<file path="src/rtl/arbiter_pkg.sv">
`default_nettype none
// +--------------------------------------------------------------------------+
// | Module   : arbiter_pkg                                                   |
// | Purpose  : Shared types for the fetch/data memory port arbiter.          |
// | Revision : 1.0                                                           |
// +--------------------------------------------------------------------------+
package arbiter_pkg;

  typedef logic [31:0] addr_t;
  typedef logic [31:0] data_t;

  typedef enum logic {
    OWNER_INSTR = 1'b0,
    OWNER_DATA  = 1'b1
  } mem_owner_t;

  typedef struct packed {
    logic       valid;
    mem_owner_t owner;
  } return_slot_t;

  localparam return_slot_t SLOT_EMPTY = '{valid: 1'b0, owner: OWNER_INSTR};

endpackage
`default_nettype wire

</file>
<file path="src/rtl/return_pipe.sv">
`default_nettype none
// +--------------------------------------------------------------------------+
// | Module   : return_pipe                                                   |
// | Purpose  : DEPTH-stage shift register tracking owners of in-flight reads.|
// | Revision : 1.0                                                           |
// +--------------------------------------------------------------------------+
module return_pipe
  import arbiter_pkg::*;
#(
  parameter int DEPTH = 1
) (
  input  logic         clk,
  input  logic         reset,
  input  return_slot_t i_slot,
  output return_slot_t o_slot
);

  return_slot_t r_stage [DEPTH];

  always_ff @(posedge clk) begin
    if (reset) begin
      for (int i = 0; i < DEPTH; i++) begin
        r_stage[i] <= SLOT_EMPTY;
      end
    end else begin
      r_stage[0] <= i_slot;
      for (int i = 1; i < DEPTH; i++) begin
        r_stage[i] <= r_stage[i-1];
      end
    end
  end

  assign o_slot = r_stage[DEPTH-1];

endmodule
`default_nettype wire

</file>
<file path="src/rtl/memory_port_arbiter.sv">
`default_nettype none
// +--------------------------------------------------------------------------+
// | Module   : memory_port_arbiter                                           |
// | Purpose  : Shares one memory port between fetch and data, routes returns.|
// | Revision : 1.0                                                           |
// +--------------------------------------------------------------------------+
module memory_port_arbiter
  import arbiter_pkg::*;
#(
  parameter int MEM_LATENCY  = 1,
  parameter int STARVE_LIMIT = 4
) (
  input  logic        clk,
  input  logic        reset,
  input  logic        instr_req,
  input  addr_t       instr_addr,
  output logic        instr_gnt,
  output logic        instr_rvalid,
  output data_t       instr_rdata,
  input  logic        data_req,
  input  addr_t       data_addr,
  input  data_t       data_wdata,
  input  logic [3:0]  data_we,
  output logic        data_gnt,
  output logic        data_rvalid,
  output data_t       data_rdata,
  output addr_t       mem_address,
  output data_t       mem_write_data,
  output logic [3:0]  mem_write_enable,
  input  data_t       mem_read_data,
  output logic        stall_if,
  output logic        stall_mem
);

  localparam logic [3:0] c_starve_limit = 4'(STARVE_LIMIT);

  logic [3:0]   r_starve_cnt;
  logic [2:0]   r_loads_out;
  logic         w_force_instr;
  logic         w_instr_gnt;
  logic         w_data_gnt;
  logic         w_data_load;
  logic         w_instr_ret;
  logic         w_data_ret;
  return_slot_t w_slot_in;
  return_slot_t w_slot_out;

  always_comb begin
    w_force_instr    = instr_req && (r_starve_cnt == c_starve_limit);
    w_data_gnt       = !reset && data_req && !w_force_instr;
    w_instr_gnt      = !reset && instr_req && !w_data_gnt;
    w_data_load      = w_data_gnt && (data_we == 4'b0000);

    w_slot_in.valid  = w_instr_gnt || w_data_load;
    w_slot_in.owner  = w_data_load ? OWNER_DATA : OWNER_INSTR;

    w_instr_ret      = !reset && w_slot_out.valid && (w_slot_out.owner == OWNER_INSTR);
    w_data_ret       = !reset && w_slot_out.valid && (w_slot_out.owner == OWNER_DATA);

    mem_address      = '0;
    mem_write_data   = '0;
    mem_write_enable = 4'b0000;
    if (w_data_gnt) begin
      mem_address      = data_addr;
      mem_write_data   = data_wdata;
      mem_write_enable = data_we;
    end else if (w_instr_gnt) begin
      mem_address      = instr_addr;
    end

    instr_gnt    = w_instr_gnt;
    data_gnt     = w_data_gnt;
    instr_rvalid = w_instr_ret;
    data_rvalid  = w_data_ret;
    instr_rdata  = w_instr_ret ? mem_read_data : '0;
    data_rdata   = w_data_ret  ? mem_read_data : '0;
    stall_if     = !reset && instr_req && !w_instr_gnt;
    // A load returning this cycle no longer holds the memory stage.
    stall_mem    = !reset && ((data_req && !w_data_gnt) ||
                              (r_loads_out > 3'(w_data_ret)));
  end

  always_ff @(posedge clk) begin
    if (reset) begin
      r_starve_cnt <= 4'd0;
    end else if (instr_req && !w_instr_gnt) begin
      if (r_starve_cnt != c_starve_limit) begin
        r_starve_cnt <= r_starve_cnt + 4'd1;
      end
    end else begin
      r_starve_cnt <= 4'd0;
    end
  end

  // Outstanding-load count; data_load_pending is any non-zero value.
  always_ff @(posedge clk) begin
    if (reset) begin
      r_loads_out <= 3'd0;
    end else begin
      r_loads_out <= r_loads_out + 3'(w_data_load) - 3'(w_data_ret);
    end
  end

  return_pipe #(
    .DEPTH (MEM_LATENCY)
  ) u_return_pipe (
    .clk    (clk),
    .reset  (reset),
    .i_slot (w_slot_in),
    .o_slot (w_slot_out)
  );

endmodule
`default_nettype wire

</file>
<file path="config.mk">
export PLATFORM = sky130hd
export DESIGN_NAME = memory_port_arbiter
export DESIGN_NICKNAME = d
export VERILOG_FILES = /design/src/rtl/arbiter_pkg.sv /design/src/rtl/return_pipe.sv /design/src/rtl/memory_port_arbiter.sv
export SDC_FILE = /design/constraint.sdc
export NUM_CORES = 1
export LEC_CHECK = 0
export CORE_AREA = 2 2 106 108
export CTS_CLUSTER_DIAMETER = 30
export DETAILED_ROUTE_END_ITERATION = 8
export DIE_AREA = 0 0 108 110
export PLACE_DENSITY_LB_ADDON = 0.25
export SYNTH_ARGS = -nofsm -noshare
export SYNTH_HDL_FRONTEND = slang
export SYNTH_SLANG_ARGS = --single-unit
</file>
<file path="constraint.sdc">
create_clock -name clk -period 5.55 [get_ports clk]
set_input_delay 0.555 -clock clk [delete_from_list [all_inputs] [get_ports clk]]
set_output_delay 0.555 -clock clk [all_outputs]
set_load 0.1 [all_outputs]
</file>
# Word-level counts from Yosys, hierarchy flattened
# Memories as Yosys holds them, arrays and structs flattened.
# Index checks and enable logic that the tools add are counted.
totals:
  latch_bits: 0
  wordCells: 45
  reg_bits: 7
  out_inout_bits: 138
  n_memories: 1
  ramBits: 2
  romBits: 0
  in_bits: 136
op_classes:
  multipliers: 0
  add_sub_neg: 3
  n_div: 0
  n_lt_le_gt_ge: 1
  n_reduce_logical: 22
  eq_ne: 2
  n_mux: 12
  bitwise_logic: 2
  shifts: 0
memory_table:
  columns: ["memory", "words", "word_bits", "read_ports", "rd_clocked_by_memory_dff", "wr", "line_no", "text"]
  rows:
  - ["u_return_pipe.r_stage", 1, 2, 1, 0, 1, "return_pipe.sv:18", "return_slot_t r_stage [DEPTH];"]
op_table:
  columns: ["cell", "n"]
  rows:
  - ["32-bit two-way mux", 5]
  - ["1-bit logical AND", 13]
  - ["1-bit two-way mux", 5]
  - ["4-bit by 1-bit adder with 4-bit output (second input constant)", 1]
  - ["4-bit by 3-bit equality test with 1-bit output (second input constant)", 1]
  - ["1-bit zero test", 4]
  - ["4-bit zero test", 1]
  - ["4-bit two-way mux", 1]
  - ["4-bit by 3-bit != test with 1-bit output (second input constant)", 1]
  - ["2-bit OR reduction", 2]
  - ["3-bit by 1-bit adder with 3-bit output", 1]
  - ["3-bit by 1-bit greater-than comparator with 1-bit output", 1]
  - ["3-bit by 1-bit subtractor with 3-bit output", 1]
  - ["1-bit logical OR", 2]
  - ["2-bit two-way mux", 1]
  - ["1-bit NOT", 2]

# Longest topological paths before layout
# Gate-level depths: netlist of run 1.
logic_depth:
  word_depth: 10
  mapped_depth: 14
  ltp_nobuf: 12

# By module
# Synthesis of run 1 repeated with hierarchy kept, for this count alone.
hier_totals:
  cells_unflattened: 205
  hier_area_um2: 1521.5
modules_own_cells:
  columns: ["mod", "seq_area_each_um2", "area_per_inst_um2", "instances", "cells_per_inst"]
  rows:
  - ["memory_port_arbiter", 140.1, 1468.9, 1, 201]
  - ["return_pipe", 40.0, 52.6, 1, 4]

# Least setup slack after synthesis of run 1
# Ideal clock, no wire load.
synth_timing:
  path_type: "input port to output port"
  start: "in reset"
  end: "out stall_mem"
  n_path_buf: 1
  t_required_ns: 4.995
  t_arrival_ns: 3.532
  path_slack_ns: 1.463
  stages: 6
  cell_sequence: "inv_1 and3_1 clkbuf_1 ha_1 a221o_1 o21ai_0"
synth_between:
  elab_cells_between_ends: 10
  classes_between: "1 x order compare; 9 x reduce/logical"
synth_rtl:
  columns: ["item", "line_no", "text"]
  rows:
  - ["start: declaration", "memory_port_arbiter.sv:14", "input logic reset,"]
  - ["1-bit zero test", "memory_port_arbiter.sv:58", "w_data_ret = !reset && w_slot_out.valid && (w_slot_out.owner == OWNER_DATA);"]
  - ["1-bit logical AND (2 in a row)", "memory_port_arbiter.sv:58", null]
  - ["via data_rvalid", "memory_port_arbiter.sv:25", "output logic data_rvalid,"]
  - ["3-bit by 1-bit greater-than comparator with 1-bit output", "memory_port_arbiter.sv:80", "(r_loads_out > 3'(w_data_ret)));"]
  - ["1-bit logical OR", "memory_port_arbiter.sv:79", "stall_mem = !reset && ((data_req && !w_data_gnt) ||"]
  - ["1-bit logical AND", "memory_port_arbiter.sv:79", null]
  - ["end: declaration", "memory_port_arbiter.sv:32", "output logic stall_mem"]
# The timed path passes the listed nets, and every way through them passes these cells.

# Final worst setup path of run 1
layout_timing:
  start: "in reset"
  end: "out data_rdata[6]"
layout_between:
  elab_chain_len: 4
layout_lines:
  columns: ["item", "line_no", "text"]
  rows:
  - ["1-bit zero test", "memory_port_arbiter.sv:58", null]
  - ["1-bit logical AND (2 in a row)", "memory_port_arbiter.sv:58", null]
  - ["32-bit two-way mux", "memory_port_arbiter.sv:76", "data_rdata = w_data_ret ? mem_read_data : '0;"]
  - ["end: declaration", "memory_port_arbiter.sv:26", "output data_t data_rdata,"]
# Every way passes these cells.

==> results of run 1 <==
[worst max-delay path by stage]
stage	from	end	cells past startpoint
6_report	reset	data_rdata[6]	5
5_1_grt	reset	data_rdata[5]	5
4_1_cts	reset	data_rdata[16]	5
3_5_place_dp	reset	data_rdata[16]	5
3_3_place_gp	reset	data_rdata[14]	5
2_1_floorplan	reset	stall_mem	6
[per-layer routing]
layer,up-vias,wire length [um]
met4,0,95
li1,1199,-
met5,-,0
met2,168,4300
met1,1046,2870
met3,8,1200
[worst reg2reg max path, stage by stage (launching register included)]
cell	delay (ns)
dfxtp_1	0.36
inv_1	0.06
ha_1	0.24
nand3b_4	0.11
o211a_2	0.17
buf_4	0.47
nand2_1	0.15
ha_1	0.30
inv_1	0.05
ha_1	0.12
inv_1	0.05
fa_1	0.37
xnor2_1	0.18
nor2_1	0.05
[kinds of logic after synthesis]
logic type / after synthesis
buf+inv: 27
mux: 1
flops: 9
xor+xnor: 2
fa+ha+maj: 8
simple gates: 120
compound gates: 37
[state kept, by name, summed over array words and instances (netlist names)]
name,flops
r_starve_cnt,4
r_loads_out,3
u_return_pipe.r_stage,2
[layout make-up]
cell class | count | share of cell area (%)
timing repair buffer | 276 | 62.2
multi-input combinational | 168 | 27.7
sequential | 9 | 4.14
tap | 140 | 4.03
clock buffer | 4 | 1.04
inverter | 10 | 0.863
[stage by stage]
| stage | setup WS, ns | utilization [%] | std cells |
|---|---|---|---|
| after global placement | 1.69 | 40.2 | 603 |
| after detailed placement | 1.61 | 40.2 | 603 |
| final | 1.64 | 40.7 | 607 |
| after CTS | 1.61 | 40.7 | 607 |
| after floorplan | 1.46 | - | 204 |
| after global routing | 1.40 | 40.7 | 607 |
[synth_stat cells]
library cell and instances:
a21o_1 1, inv_1 10, buf_2 5, o21ai_0 1, nand2b_1 1, dfxtp_1 9
xnor2_1 2, clkbuf_1 8, mux2i_1 1, nand2_1 2, nand3_1 2, a221o_1 1
and2_1 102, nand3b_4 1, o211a_1 1, nor2_1 7, a22o_1 32, nor4_1 1
nor2b_1 2, ha_1 7, nor3b_1 1, buf_6 4, a21boi_2 1, and3_1 1
fa_1 1
[power by group]
part	leakage, nW	internal [mW]	total (mW)	switching (mW)
logic	1.64	0.148	0.422	0.274
clock network	0.0228	0.0500	0.0751	0.0251
registers	0.0729	0.0659	0.0665	0.000627
total	1.73	0.264	0.564	0.300
==> results.py, run 1 <==
metrics = {
    "run_status": {
        "outcome": "completed",
    },
    "synthesis": {
        "synthMuxAreaShare_pct": 0.660,
        "postSynthCellCount": 204,
        "synth_top_area_share_pct": 42.0,
        "yosys.area_share.simple_pct": 48.8,
        "syn_area_per_cell_um2": 7.44,
        "yosysSeqAreaShare_pct": 11.9,
        "syn-num-nets": 348,
        "synthXorXnorAreaFrac_pct": 1.15,
        "syn_area_um2": 1520,
        "synth_largest_area_cell": "and2_1",
        "synth_top_family_by_area": "simple AND/OR/NAND/NOR gates",
        "synthTopCellsByArea": "and2_1, a22o_1, dfxtp_1",
        "synth_fa_ha_area_share_pct": 7.09,
        "synth.distinct_cells": 25,
        "yosys_register_bits": 9,
        "ys.warnings.count": 0,
        "synth_compound_area_share_pct": 21.4,
    },
    "cells_and_area": {
        "final_common_cell": "clkdlybuf4s50_1",
        "multi_input_comb_area_um2": 1200,
        "design_area_um2": 4350,
        "syn_to_final_growth_pct": 187,
        "final_cell_mix": "clkdlybuf4s50_1, and2_1, a22o_1",
        "num-fill-cells": 1084,
        "nets": 612,
        "drive_gt1_share_pct": 6.21,
        "diodes": 0,
        "regArea_um2": 180,
    },
    "detailed_routing": {
        "firstDrtPassIters": 4,
        "drt-total-wl_mm": 8.46,
        "drt_iter0_markers": 73,
        "route.antenna.remaining_nets": 0,
        "vias": 2421,
        "viasPerCell": 3.99,
        "drc_errors": 0,
        "wl_per_cell_um": 13.9,
    },
    "worst_setup_path": {
        "path_buf_inv": 3,
        "max_stage_delay_ns": 1.14,
        "worstPathCellList": "clkdlybuf4s50_1 -> inv_1 -> and3_1 -> and2_1 -> clkdlybuf4s50_1",
        "crit_path_max_fanout": 35,
        "rr_worst_depth": 13,
        "cp-end-kind": "output pin",
        "arrival_ns": 3.36,
        "r2r_end": "r_loads_out[2]",
        "crit_type": "input pin to output pin",
        "worstPathRequired_ns": 4.99,
        "ff2ff_setup_slack_ns": 2.76,
        "crit_path_top_delay_cell": "clkdlybuf4s50_1",
        "crit_family": "buffers and inverters",
        "path_common_cell": "clkdlybuf4s50_1",
        "cp-start-kind": "input pin",
        "r2r_start": "r_starve_cnt[0]",
    },
    "power_and_ir_drop": {
        "p_per_area_nw_per_um2": 130,
        "p_leak_nw": 1.73,
        "p_total_mw": 0.564,
        "ir_drop_uv": 67.8,
    },
    "worst_hold_path": {
        "hold_end": "r_starve_cnt[0]",
        "min_path_cells": 1,
        "hp-class": "register to register",
        "worstHoldStart": "r_starve_cnt[0]",
    },
    "timing": {
        "timing.hold.ws_ns": 0.460,
        "finalCritPeriodShare_pct": 70.5,
        "skew_ns": 0.000709,
        "setup_viol": 0,
        "slew_headroom_pct": 31.9,
        "fin_setup_tns_ns": 0,
        "fmax_ghz": 0.255,
        "fin_crit_ns": 3.91,
        "grt_setup_unrepaired": "no",
        "hold_violations": 0,
        "worst_pin_slew_ns": 1.02,
        "drv_slew": 0,
    },
    "clock_network": {
        "htreeDepth": 1,
        "cts.repair.resized": 0,
        "clkTransAtPathRegs_ns": 0.04,
        "clk_latency_ns": 0.23,
        "cts_made_buffers": 3,
        "ctsLongestPathBuffers": 2,
        "cts_num_sinks": 9,
        "cts_hold_buf": 0,
        "cts_setup_buffers": 0,
        "tritoncts": "built",
        "cts_root_buf": "clkbuf_8",
    },
    "floorplanning": {
        "core_area_um2": 10700,
        "start_util_pct": 14.2,
        "rows": 38,
        "ios": 274,
        "dieArea_um2": 11900,
        "dieWidth_um": 108,
        "die_h_um": 110,
    },
    "grt": {
        "grt_pass1_vias": 2303,
        "antenna_found_initial": 0,
        "top_usage_layer": "met2",
        "grt-ovfl-total": 0,
        "use_met2_pct": 23.9,
        "use_met1_pct": 13.1,
        "grt_usage_pct": 12.6,
        "grt_max_degree": 73,
        "grt_pass1_wl_mm": 11.8,
        "grtUsageMet3_pct": 5.06,
    },
    "placement": {
        "hpwl_mm": 7.46,
        "port_buffers": 273,
        "gp_congestion": 0.754,
        "post_dp_cell_area_um2": 4310,
    },
    "job": {
        "cap_violations": 0,
    },
}
No activity file was read; power rests on OpenSTA's default activity.
==> run 2, diff against run 1 <==
- CORE_AREA: 2 2 106 108 -> 2 2 107 109
- DIE_AREA: 0 0 108 110 -> 0 0 109 111
- clock period: 5.55 -> 3.5 ns (I/O delays scaled with it)
==> results.py, run 2 (synthesis results as in run 1) <==
metrics = {
    "run_status": {
        "outcome": "completed",
    },
    "floorplanning": {
        "core_area_um2": 11100,
        "start_util_pct": 13.7,
        "dieArea_um2": 12100,
        "die_h_um": 111,
        "dieWidth_um": 109,
        "ios": 274,
        "rows": 39,
    },
    "timing": {
        "skew_ns": 0.000759,
        "grt_setup_unrepaired": "no",
        "worst_pin_slew_ns": 0.507,
        "fin_setup_tns_ns": 0,
        "slew_headroom_pct": 65.9,
        "fin_crit_ns": 2.79,
        "timing.hold.ws_ns": 0.461,
        "drv_slew": 0,
        "hold_violations": 0,
        "fmax_ghz": 0.358,
        "finalCritPeriodShare_pct": 79.8,
        "setup_viol": 0,
    },
    "cells_and_area": {
        "diodes": 0,
        "top_regs": "r_starve_cnt (4), r_loads_out (3), u_return_pipe.r_stage (2)",
        "final_cell_mix": "clkdlybuf4s50_1, buf_4, and2_1",
        "num-fill-cells": 1119,
        "largest_reg_flops": 4,
        "syn_to_final_growth_pct": 198,
        "drive_gt1_share_pct": 31.8,
        "nets": 613,
        "largest_register": "r_starve_cnt",
        "final_common_cell": "clkdlybuf4s50_1",
    },
    "detailed_routing": {
        "drt_iter0_markers": 53,
        "firstDrtPassIters": 4,
        "viasPerCell": 3.91,
        "drc_errors": 0,
        "drt-total-wl_mm": 8.12,
        "vias": 2386,
        "route.antenna.remaining_nets": 0,
        "wl_per_cell_um": 13.3,
    },
    "clock_network": {
        "clkTransAtPathRegs_ns": 0.04,
        "cts.repair.resized": 0,
        "clk_latency_ns": 0.23,
        "cts_made_buffers": 3,
        "tritoncts": "built",
        "cts_hold_buf": 0,
        "cts_setup_buffers": 0,
        "htreeDepth": 1,
        "cts_num_sinks": 9,
        "cts_root_buf": "clkbuf_16",
        "ctsLongestPathBuffers": 2,
    },
    "worst_hold_path": {
        "hp-class": "register to register",
        "worstHoldStart": "r_starve_cnt[0]",
        "hold_end": "r_starve_cnt[0]",
        "min_path_cells": 1,
    },
    "grt": {
        "grt_pass1_wl_mm": 11.5,
        "grt_usage_pct": 12.1,
        "top_usage_layer": "met2",
        "antenna_found_initial": 0,
        "grt_max_degree": 54,
        "use_met2_pct": 24.5,
        "grt-ovfl-total": 0,
        "grt_pass1_vias": 2224,
        "grtUsageMet3_pct": 4.64,
        "use_met1_pct": 11.3,
    },
    "worst_setup_path": {
        "crit_path_max_fanout": 53,
        "crit_type": "input pin to output pin",
        "cp-end-kind": "output pin",
        "path_common_cell": "buf_4",
        "max_stage_delay_ns": 0.54,
        "cp-start-kind": "input pin",
        "r2r_start": "r_starve_cnt[0]",
        "r2r_end": "r_loads_out[2]",
        "worstPathRequired_ns": 3.15,
        "worstPathCellList": "clkdlybuf4s50_1 -> inv_1 -> o211a_2 -> buf_4 -> and2_1 -> buf_4",
        "crit_path_top_delay_cell": "clkdlybuf4s50_1",
        "ff2ff_setup_slack_ns": 0.95,
        "rr_worst_depth": 12,
        "arrival_ns": 2.44,
    },
    "job": {
        "cap_violations": 0,
    },
    "placement": {
        "gp_congestion": 0.750,
        "port_buffers": 273,
        "hpwl_mm": 7.35,
    },
    "power_and_ir_drop": {
        "p_per_area_nw_per_um2": 228,
        "p_leak_nw": 2.09,
        "ir_drop_uv": 140,
    },
}
## run 2: changes by cell type in the layout (fill, tap and decap cells not counted), sizes merged
| cell | before | now |
|---|---|---|
| buf | 22 | 142 |
| clkdlybuf4s50 | 254 | 135 |
## run 2: worst max path at each step
stage                         endpoint   from  cells after the start
global route         mem_write_data[8]  reset                      6
detailed placement      r_loads_out[2]  reset                     11
global placement     mem_write_data[8]  reset                      6
finish               mem_write_data[5]  reset                      6
floorplan                    stall_mem  reset                      6
CTS                 mem_write_data[29]  reset                      6
## run 2: routing by layer
| metal | part of all wire (%) | wire length, um |
|---|---|---|
| met4 | 0.27 | 22 |
| met3 | 14 | 1150 |
| met5 | 0 | 0 |
| met1 | 32 | 2640 |
| met2 | 53 | 4310 |
## run 2: cell type report
cell class                 instances  area, um^2  area share [%]
sequential                         9         180            3.98
timing repair buffer             277        2840            62.8
tap                              143         179            3.96
inverter                          10        37.5           0.830
multi-input combinational        168        1200            26.6
clock buffer                       4        78.8            1.74
## run 2: critical path, delay by kind of cell
kind,cells,cell delay (ns)
simple gates,1,0.21
compound gates,1,0.43
buf+inv,4,1.42
## run 2: power by group
part | total, mW | switching (mW) | internal [mW]
sequential | 0.106 | 0.000973 | 0.105
combinational | 0.726 | 0.446 | 0.280
clock | 0.197 | 0.0455 | 0.152
total | 1.03 | 0.492 | 0.537
## run 2: per-stage QoR
| step | instances | setup WS [ns] | total power, mW | util (%) | area [um^2] |
|---|---|---|---|---|---|
| 6_report | 611 | 0.708 | 1.03 | 40.8 | 4520 |
| 5_1_grt | 611 | 0.535 | 1.07 | 40.8 | 4520 |
| 4_1_cts | 611 | 0.683 | 1.04 | 40.8 | 4520 |
| 3_5_place_dp | 607 | 0.664 | 0.840 | 40.1 | 4440 |
| 3_3_place_gp | 607 | 0.761 | 0.837 | 40.1 | 4440 |
| 2_1_floorplan | 204 | 0.441 | 0.527 | - | 1520 |
==> run 3, diff against run 2 <==
- clock period: 3.5 -> 2.4 ns (I/O delays scaled with it)
==> results.py, run 3 (synthesis results as in run 1) <==
metrics = {
    "timing": {
        "fin_ws_ns": 0.146,
        "timing.hold.ws_ns": 0.469,
        "setup_viol": 0,
        "finalCritPeriodShare_pct": 93.9,
        "fin_setup_tns_ns": 0,
        "slew_headroom_pct": 74.9,
        "grt_setup_unrepaired": "no",
        "fmax_ghz": 0.444,
        "fin_crit_ns": 2.25,
        "hold_violations": 0,
        "drv_slew": 0,
        "worst_pin_slew_ns": 0.377,
        "skew_ns": 0.00143,
    },
    "placement": {
        "port_buffers": 273,
        "place_inst": 611,
        "pre_cts_slack_ns": -0.125,
        "hpwl_mm": 7.89,
        "gp_congestion": 0.807,
    },
    "clock_network": {
        "tritoncts": "built",
        "clkTransAtPathRegs_ns": 0.04,
        "htreeDepth": 1,
        "cts_root_buf": "clkbuf_16",
        "cts_hold_buf": 0,
        "clk_latency_ns": 0.24,
        "cts_setup_buffers": 0,
        "cts.repair.resized": 0,
        "cts_num_sinks": 9,
        "cts_made_buffers": 3,
        "ctsLongestPathBuffers": 2,
    },
    "floorplanning": {
        "dieWidth_um": 109,
        "dieArea_um2": 12100,
        "ios": 274,
        "rows": 39,
        "core_area_um2": 11100,
        "die_h_um": 111,
        "start_util_pct": 13.7,
    },
    "worst_setup_path": {
        "crit_path_max_fanout": 39,
        "r2r_start": "r_starve_cnt[0]",
        "max_stage_delay_ns": 0.37,
        "crit_path_top_delay_cell": "dfxtp_1",
        "rr_worst_depth": 12,
        "cp-end-kind": "output pin",
        "worstPathRequired_ns": 2.16,
        "cp-start-kind": "register",
        "crit_type": "register to output pin",
        "crit_family": "buffers and inverters",
        "r2r_end": "r_loads_out[2]",
        "path_buf_inv": 3,
        "ff2ff_setup_slack_ns": 0.20,
        "arrival_ns": 2.01,
        "worstPathCellList": "inv_1 -> ha_2 -> nand3b_4 -> o211a_2 -> buf_4 -> a22o_1 -> buf_12",
    },
    "power_and_ir_drop": {
        "ir_drop_uv": 170,
        "p_per_area_nw_per_um2": 277,
        "p_total_mw": 1.63,
        "p_leak_nw": 2.42,
    },
    "detailed_routing": {
        "firstDrtPassIters": 4,
        "wl_per_cell_um": 14.4,
        "vias": 2441,
        "route.antenna.remaining_nets": 0,
        "drt-total-wl_mm": 8.85,
        "drt_iter0_markers": 64,
        "drc_errors": 0,
        "viasPerCell": 3.97,
    },
    "cells_and_area": {
        "final_cell_mix": "buf_12, clkdlybuf4s50_1, and2_1",
        "final_common_cell": "buf_12",
        "drive_gt1_share_pct": 34.5,
        "syn_to_final_growth_pct": 288,
        "largest_register": "r_starve_cnt",
        "top_regs": "r_starve_cnt (4), r_loads_out (3), u_return_pipe.r_stage (2)",
        "final_cell_count_no_fill": 615,
        "largest_reg_flops": 4,
        "diodes": 0,
        "nets": 617,
    },
    "grt": {
        "grt_pass1_vias": 2431,
        "grt-ovfl-total": 0,
        "grt_pass1_wl_mm": 13.5,
        "grt_usage_pct": 14.2,
        "grt_max_degree": 40,
        "antenna_found_initial": 0,
    },
    "worst_hold_path": {
        "worstHoldStart": "r_starve_cnt[0]",
        "min_path_cells": 1,
        "hp-class": "register to register",
        "hold_end": "r_starve_cnt[0]",
    },
    "run_status": {
        "outcome": "completed",
    },
    "job": {
        "cap_violations": 0,
    },
}
run 3: cell types whose count changed in the layout (fill, tap and decap cells not counted), sizes merged:
cell  before  now
buf      142  146
run 3: worst max-delay path by stage:
stage          depth (start not counted)              end  slack, ns            start
2_1_floorplan                         14   r_loads_out[2]       0.03  r_starve_cnt[0]
3_3_place_gp                          11   r_loads_out[2]      -0.12       data_we[0]
3_5_place_dp                          11   r_loads_out[2]      -0.12       data_we[0]
4_1_cts                               11   r_loads_out[2]       0.12       data_we[0]
5_1_grt                               11   r_loads_out[2]      0.008       data_we[0]
6_report                               7  mem_address[11]       0.15  r_starve_cnt[0]
run 3: power breakdown:
| group | switching, mW | total (mW) | internal (mW) |
|---|---|---|---|
| registers | 0.00156 | 0.154 | 0.153 |
| clock network | 0.0735 | 0.296 | 0.222 |
| logic | 0.671 | 1.18 | 0.508 |
run 3: final cells by class:
cell class              count  area (um^2)
fillers                   939         5190
repair buffers            281         4190
multi-input cells         168         1220
flip-flops and latches      9          180
well taps                 143          179
clock buffers               4         78.8
inverters                  10         37.5
run 3: metrics by stage:
stage,utilization (%),area (um^2)
finish,53.1,5880
CTS,53.1,5880
global placement,52.4,5800
floorplan,-,1550
detailed placement,52.4,5800
global route,53.1,5880
run 3: routing by layer:
layer,track usage (%),vias up,share of wire (%)
li1,-,1208,-
met1,13.6,1070,31
met2,28.8,158,57
met3,4.17,5,12
met4,2.56,0,0.77
met5,0,-,0
